### src/rtl/wb_uart_pkg.sv
// Shared definitions for the UART-to-Wishbone debug bridge: command and reply
// byte codes, and the framing FSM state encoding.
package wb_uart_pkg;

  localparam logic [7:0] CMD_WRITE = 8'h57;
  localparam logic [7:0] CMD_READ  = 8'h52;
  localparam logic [7:0] RSP_ACK   = 8'h06;
  localparam logic [7:0] RSP_NAK   = 8'h15;

  typedef enum logic [2:0] {
    ST_IDLE = 3'd0,
    ST_ADDR = 3'd1,
    ST_DATA = 3'd2,
    ST_WB   = 3'd3,
    ST_RESP = 3'd4
  } state_e;

endpackage

### src/rtl/wb_uart_master_uart.sv
// 8N1 UART engine: oversampled receiver with held rx byte and one-cycle error
// strobe, plus a single-byte transmitter. Active-high synchronous reset.
module wb_uart_master_uart #(
  parameter int clk_freq = 100000000,
  parameter int baud     = 38400
) (
  input  logic       clk_i,
  input  logic       rst_i,
  input  logic       rxd_i,
  output logic       txd_o,
  output logic [7:0] rx_data_o,
  output logic       rx_avail_o,
  output logic       rx_error_o,
  input  logic       rx_ack_i,
  input  logic [7:0] tx_data_i,
  input  logic       tx_wr_i,
  output logic       tx_busy_o
);

  localparam int DIV = clk_freq / baud;
  localparam int CW  = $clog2(DIV);

  logic [1:0]    rx_s_q;
  logic          rx_busy_q, rx_avail_q, rx_error_q;
  logic [CW-1:0] rx_cnt_q;
  logic [3:0]    rx_bit_q;
  logic [7:0]    rx_sh_q, rx_data_q;

  // Start edge arms a half-bit delay so every later sample lands mid-bit.
  always_ff @(posedge clk_i) begin
    if (rst_i) begin
      rx_s_q     <= 2'b11;
      rx_busy_q  <= 1'b0;
      rx_cnt_q   <= '0;
      rx_bit_q   <= 4'd0;
      rx_sh_q    <= 8'h00;
      rx_data_q  <= 8'h00;
      rx_avail_q <= 1'b0;
      rx_error_q <= 1'b0;
    end else begin
      rx_s_q     <= {rx_s_q[0], rxd_i};
      rx_error_q <= 1'b0;
      if (rx_ack_i) rx_avail_q <= 1'b0;
      if (!rx_busy_q) begin
        if (!rx_s_q[1]) begin
          rx_busy_q <= 1'b1;
          rx_cnt_q  <= CW'(DIV / 2);
          rx_bit_q  <= 4'd0;
        end
      end else if (rx_cnt_q != '0) begin
        rx_cnt_q <= rx_cnt_q - 1'b1;
      end else begin
        rx_cnt_q <= CW'(DIV - 1);
        rx_bit_q <= rx_bit_q + 1'b1;
        if (rx_bit_q == 4'd0) begin
          if (rx_s_q[1]) rx_busy_q <= 1'b0;
        end else if (rx_bit_q == 4'd9) begin
          rx_busy_q <= 1'b0;
          if (rx_s_q[1]) begin
            rx_data_q  <= rx_sh_q;
            rx_avail_q <= 1'b1;
          end else begin
            rx_error_q <= 1'b1;
          end
        end else begin
          rx_sh_q <= {rx_s_q[1], rx_sh_q[7:1]};
        end
      end
    end
  end

  logic          tx_busy_q;
  logic [CW-1:0] tx_cnt_q;
  logic [3:0]    tx_bit_q;
  logic [9:0]    tx_sh_q;

  always_ff @(posedge clk_i) begin
    if (rst_i) begin
      tx_busy_q <= 1'b0;
      tx_cnt_q  <= '0;
      tx_bit_q  <= 4'd0;
      tx_sh_q   <= '1;
    end else if (!tx_busy_q) begin
      if (tx_wr_i) begin
        tx_sh_q   <= {1'b1, tx_data_i, 1'b0};
        tx_busy_q <= 1'b1;
        tx_cnt_q  <= CW'(DIV - 1);
        tx_bit_q  <= 4'd0;
      end
    end else if (tx_cnt_q != '0) begin
      tx_cnt_q <= tx_cnt_q - 1'b1;
    end else begin
      tx_cnt_q <= CW'(DIV - 1);
      if (tx_bit_q == 4'd9) begin
        tx_busy_q <= 1'b0;
      end else begin
        tx_sh_q  <= {1'b1, tx_sh_q[9:1]};
        tx_bit_q <= tx_bit_q + 1'b1;
      end
    end
  end

  assign txd_o      = tx_busy_q ? tx_sh_q[0] : 1'b1;
  assign tx_busy_o  = tx_busy_q;
  assign rx_data_o  = rx_data_q;
  assign rx_avail_o = rx_avail_q;
  assign rx_error_o = rx_error_q;

endmodule

### src/rtl/wb_uart_master.sv
// UART command-frame decoder driving single 32-bit Wishbone master cycles and
// returning ACK/NAK or read data over the same serial link.
module wb_uart_master
  import wb_uart_pkg::*;
#(
  parameter int clk_freq   = 100000000,
  parameter int baud       = 38400,
  parameter int RX_TIMEOUT = 1000000,
  parameter int WB_TIMEOUT = 255
) (
  input  logic        clk,
  input  logic        reset,
  input  logic        uart_rxd,
  output logic        uart_txd,
  output logic        wb_cyc_o,
  output logic        wb_stb_o,
  output logic        wb_we_o,
  output logic [31:0] wb_adr_o,
  output logic [3:0]  wb_sel_o,
  output logic [31:0] wb_dat_o,
  input  logic [31:0] wb_dat_i,
  input  logic        wb_ack_i,
  output logic        busy_o
);

  localparam int RXW = $clog2(RX_TIMEOUT + 1);
  localparam int WBW = $clog2(WB_TIMEOUT + 1);

  logic [7:0] rx_data, tx_data;
  logic       rx_avail, rx_error, rx_ack, tx_wr, tx_busy;

  wb_uart_master_uart #(.clk_freq(clk_freq), .baud(baud)) uart0 (
    .clk_i      (clk),
    .rst_i      (~reset),
    .rxd_i      (uart_rxd),
    .txd_o      (uart_txd),
    .rx_data_o  (rx_data),
    .rx_avail_o (rx_avail),
    .rx_error_o (rx_error),
    .rx_ack_i   (rx_ack),
    .tx_data_i  (tx_data),
    .tx_wr_i    (tx_wr),
    .tx_busy_o  (tx_busy)
  );

  state_e          state_q, state_d;
  logic            we_q, we_d, cyc_q, cyc_d, skip_q, skip_d, txwait_q, txwait_d;
  logic [31:0]     adr_q, adr_d, dat_q, dat_d, tx_sr_q, tx_sr_d;
  logic [1:0]      bcnt_q, bcnt_d;
  logic [RXW-1:0]  rxt_q, rxt_d;
  logic [WBW-1:0]  wbt_q, wbt_d;

  always_comb begin
    state_d  = state_q;
    we_d     = we_q;
    cyc_d    = cyc_q;
    adr_d    = adr_q;
    dat_d    = dat_q;
    tx_sr_d  = tx_sr_q;
    bcnt_d   = bcnt_q;
    rxt_d    = rxt_q;
    wbt_d    = wbt_q;
    txwait_d = txwait_q;
    // Every available byte is consumed in any state; bytes outside a frame are just dropped.
    rx_ack   = rx_avail && !skip_q;
    skip_d   = rx_ack;
    tx_wr    = 1'b0;
    tx_data  = tx_sr_q[31:24];
    case (state_q)
      ST_IDLE: begin
        if (rx_ack && (rx_data == CMD_WRITE || rx_data == CMD_READ)) begin
          we_d    = (rx_data == CMD_WRITE);
          state_d = ST_ADDR;
          bcnt_d  = 2'd0;
          rxt_d   = '0;
        end
      end
      ST_ADDR, ST_DATA: begin
        if (rx_error) begin
          state_d = ST_IDLE;
        end else if (rx_ack) begin
          rxt_d  = '0;
          bcnt_d = bcnt_q + 2'd1;
          if (state_q == ST_ADDR) adr_d = {adr_q[23:0], rx_data};
          else                    dat_d = {dat_q[23:0], rx_data};
          if (bcnt_q == 2'd3) begin
            if (state_q == ST_ADDR && we_q) begin
              state_d = ST_DATA;
            end else begin
              state_d = ST_WB;
              cyc_d   = 1'b1;
              wbt_d   = '0;
            end
          end
        end else if (rxt_q == RXW'(RX_TIMEOUT - 1)) begin
          state_d = ST_IDLE;
        end else begin
          rxt_d = rxt_q + 1'b1;
        end
      end
      ST_WB: begin
        // Ack wins over a timeout expiring in the same cycle.
        if (!cyc_q) begin
          state_d = ST_IDLE;
        end else if (wb_ack_i) begin
          cyc_d    = 1'b0;
          state_d  = ST_RESP;
          txwait_d = 1'b0;
          if (we_q) begin
            tx_sr_d = {RSP_ACK, 24'h0};
            bcnt_d  = 2'd0;
          end else begin
            tx_sr_d = wb_dat_i;
            bcnt_d  = 2'd3;
          end
        end else if (wbt_q == WBW'(WB_TIMEOUT - 1)) begin
          cyc_d    = 1'b0;
          state_d  = ST_RESP;
          txwait_d = 1'b0;
          tx_sr_d  = {RSP_NAK, 24'h0};
          bcnt_d   = 2'd0;
        end else begin
          wbt_d = wbt_q + 1'b1;
        end
      end
      ST_RESP: begin
        if (txwait_q) begin
          txwait_d = 1'b0;
        end else if (!tx_busy) begin
          tx_wr    = 1'b1;
          tx_sr_d  = {tx_sr_q[23:0], 8'h00};
          txwait_d = 1'b1;
          bcnt_d   = bcnt_q - 2'd1;
          if (bcnt_q == 2'd0) state_d = ST_IDLE;
        end
      end
      default: state_d = ST_IDLE;
    endcase
  end

  always_ff @(posedge clk) begin
    if (!reset) begin
      state_q  <= ST_IDLE;
      we_q     <= 1'b0;
      cyc_q    <= 1'b0;
      adr_q    <= 32'h0;
      dat_q    <= 32'h0;
      tx_sr_q  <= 32'h0;
      bcnt_q   <= 2'd0;
      rxt_q    <= '0;
      wbt_q    <= '0;
      skip_q   <= 1'b0;
      txwait_q <= 1'b0;
    end else begin
      state_q  <= state_d;
      we_q     <= we_d;
      cyc_q    <= cyc_d;
      adr_q    <= adr_d;
      dat_q    <= dat_d;
      tx_sr_q  <= tx_sr_d;
      bcnt_q   <= bcnt_d;
      rxt_q    <= rxt_d;
      wbt_q    <= wbt_d;
      skip_q   <= skip_d;
      txwait_q <= txwait_d;
    end
  end

  assign wb_cyc_o = cyc_q;
  assign wb_stb_o = cyc_q;
  assign wb_sel_o = {4{cyc_q}};
  assign wb_we_o  = cyc_q & we_q;
  assign wb_adr_o = adr_q;
  assign wb_dat_o = dat_q;
  assign busy_o   = (state_q != ST_IDLE);

endmodule

### config.mk
export PLATFORM = sky130hd
export DESIGN_NAME = wb_uart_master
export DESIGN_NICKNAME = d
export VERILOG_FILES = /design/src/rtl/wb_uart_pkg.sv /design/src/rtl/wb_uart_master_uart.sv /design/src/rtl/wb_uart_master.sv
export SDC_FILE = /design/constraint.sdc
export NUM_CORES = 1
export LEC_CHECK = 0
export ABC_CLOCK_PERIOD_IN_PS = 3930
export CAP_MARGIN = 15
export CORE_MARGIN = 2
export CORE_UTILIZATION = 29
export CTS_CLUSTER_SIZE = 40
export DETAILED_ROUTE_END_ITERATION = 8
export PLACE_DENSITY_LB_ADDON = 0.05
export SETUP_SLACK_MARGIN = 0.4
export SYNTH_ARGS = -nofsm -noshare
export SYNTH_HDL_FRONTEND = slang
export SYNTH_SLANG_ARGS = --single-unit
### constraint.sdc
create_clock -name clk -period 3.93 [get_ports clk]
set_input_delay 1.179 -clock clk [delete_from_list [all_inputs] [get_ports clk]]
set_output_delay 1.179 -clock clk [all_outputs]
set_load 0.02 [all_outputs]
==> impl_results.md <==
- Setup Fix Bufs, Post-CTS: 0
- CP endpoint kind: output pin
- Clock-pin transition on the worst setup and hold timing paths: 0.08 ns
- Max Slew Vio Count: 0
- Die H: 178 µm
- Commonest non-fill, non-tap cell in the layout: nand2_1
- Mapped Area: 8740 µm²
- Critical Path RT: 2.75 ns
- Vias per cell: 4.86
- CTS tree: done
- Most frequent cells in the layout: 222 x nand2_1, 196 x dfxtp_1, 107 x clkdlybuf4s50_1, 82 x a21oi_1, 75 x nor2_1
- Max Fclk: 314 MHz
- WP data arrival: 2.01 ns
- RSZ-0062 raised after global routing: no
- CP top delay family: buffers and inverters
- Overall Power: 4.02 mW
- Core Util, Final: 36.1%
- Critical path type: reg -> out
- Crit-path slowest cell: dfxtp_1
- Leading area contributor after synthesis: dfxtp_1
- Hold WC Path Type: reg -> reg
- Leak: 3.66 nW
- Syn-to-layout area delta: 22.5%
- Total track usage: 14.5%
- Worst Tran Pin Value: 1.04 ns
- Overflow after GRT: 0
- Final hold slack: 0.408 ns
- Top FF cell, synth: dfxtp_1
- Fin Clk Skew: 0.0114 ns
- Syn Inst Count: 1,061
- Final Cycle Share: 81.1%
- Post-layout minimum cycle time: 3.19 ns
- Die Wd: 178 µm
- Stages on the worst setup path: 3
- Detailed Routing Iterations Pass 1: 4
- Area after DPL: 10,100 µm²
- Fin cells: 1,537
- FP Rows: 63
- Most area-consuming cells after synthesis: dfxtp_1 45%, nand2_1 9.5%, a21oi_1 4.7%, nand3_1 3.4%, nor2_1 3.3%
- Final setup violating endpoints: 0
- Post-synthesis area per instance: 8.24 µm²
- Max IR drop VDD: 0.264 mV
- Yosys reg bits: 196
- FF+latch area: 3920 µm²
- Gates resized, CTS repair: 0
- Synth top area share: 44.9%
- Initial Util: 29.5%
- Syn nets: 1,109
- CTS root buf: clkbuf_16
- First-pass GRT wire length: 37.3 mm
- Slew headroom: 30.0%
- Synth async-reset ratio: 0%
- Via count: 7,465
- IO Pins: 109
- Post-route cell area: 10,700 µm²
- Core ar.: 29,600 µm²
- Post-route ant nets: 0
- Share of the yosys chip area belonging to registers: 44.9%
- Max Buffers Root-to-Sink: 2
- Detail Placement HPWL: 14.7 mm
- FF-to-FF path depth: 5
- WL/cell: 14.7 µm
- CTS H-tree lvls: 4
- # clock sinks: 196
- Skew-Pair Late Insertion Delay: 0.43 ns
- Final wirelength: 22.5 mm
- Die Area: 31,600 µm²
- TritonCTS Buffers: 17
- Placed cells: 1,505
- # nets final: 1,182
- Worst setup margin: 0.742 ns
- Power density cells: 375 nW/µm²
- CP max FO: 15
- Vias in the first global route: 7,110
- Hold_buf cts: 0
- Multi-input logic area: 4430 µm²
- CP Cell Sequence: nor3_2 > inv_1 > clkdlybuf4s50_1
- Diode count: 0
- Filler Cell Count: 3,208
- Number of remaining DRC errors: 0
- Antenna violations before repair: 0
- Status: finished, final reports clean
- Pre-CTS WS: 0.877 ns
- Startpoint types: register
- Hold Crit Depth: 1
- Routability cong.: 0.734
- Largest net degree at the start of global routing: 74
- Max incr delay on CP: 0.71 ns
- Buffers and inverters on the worst path: 2
- Starting DRC count in detailed routing: 399
- Setup TNS: 0 ns
- Port bufs: 108
- Fraction of layout cells with a size suffix above 1: 6.36%
- Synth unique cells: 74
- Final hold vios: 0
- Syn. warnings: 0
- Number of synthesized flops with an enable pin: 0
- Max_cap viols: 0
[flip-flops by register name, indices dropped and copies added (netlist names), 2 cells and up]
name / cells
bcnt_q: 2
rxt_q: 20
state_q: 3
tx_sr_q: 32
uart0.rx_bit_q: 4
uart0.rx_cnt_q: 12
uart0.rx_data_o: 8
uart0.rx_s_q: 2
uart0.rx_sh_q: 8
uart0.tx_bit_q: 4
uart0.tx_cnt_q: 12
uart0.tx_sh_q: 9
wb_adr_o: 32
wb_dat_o: 32
wbt_q: 8
[power breakdown]
part / total, mW / switching (mW) / internal (mW) / leakage (nW)
clock network: 1.79 / 0.832 / 0.955 / 0.282
logic: 0.213 / 0.121 / 0.0917 / 1.80
registers: 2.02 / 0.0185 / 2.00 / 1.58
total: 4.02 / 0.971 / 3.04 / 3.66
[worst paths after layout]
| check | from | endpoint | slack, ns |
|---|---|---|---|
| max | state_q[0]$_SDFFE_PN0P_ | busy_o | 0.74 |
| min | uart0.rx_s_q[0]$_SDFF_PN1_ | uart0.rx_s_q[1]$_SDFF_PN1_ | 0.41 |
| max reg2reg | state_q[2]$_SDFFE_PN0P_ | uart0.tx_bit_q[3]$_SDFFE_PN0P_ | 1.19 |
| min reg2reg | uart0.rx_s_q[0]$_SDFF_PN1_ | uart0.rx_s_q[1]$_SDFF_PN1_ | 0.41 |
[kinds of logic (layout without fill, tap and decap cells)]
group	Yosys count	count (layout)	share of synthesized area, %
simple gates	487	487	26.6
flops	196	196	44.9
buf+inv	91	177	4.54
compound gates	237	237	18.1
fa+ha+maj	12	12	1.72
mux	17	17	1.95
xor+xnor	21	21	2.19
[cell type report]
class	instances	area share [%]
Timing Repair Buffer	122	11.1
Inverter	23	0.806
Sequential cell	196	36.6
Clock inverter	15	1.55
Tap cell	390	4.56
Multi-Input combinational cell	774	41.4
Clock buffer	17	3.97
[cells in the mapped netlist, drive strengths merged (6+ instances only)]
cell type and n:
nand2 223, dfxtp 196, a21oi 82, nor2 79, nand3 63, clkbuf 43
o21ai 35, a21boi 34, buf 25, inv 23, a311oi 21, nor2b 19
xor2 18, mux2i 17, nand4 17, o211ai 16, nor3 15, ha 12
nand2b 11, or3 11, and2 9, o211a 9, or4 8, o21a 7
and3 6, nor4 6
[layer usage]
layer | global-route usage, % | vias to the layer above | wire length (µm)
met4 | 3.69 | 0 | 185
met1 | 20.9 | 3472 | 12100
met5 | 0 | - | 0
li1 | - | 3851 | -
met3 | 2.44 | 13 | 735
met2 | 22.5 | 129 | 9520
Note: power is estimated with default switching activity, not from simulation.
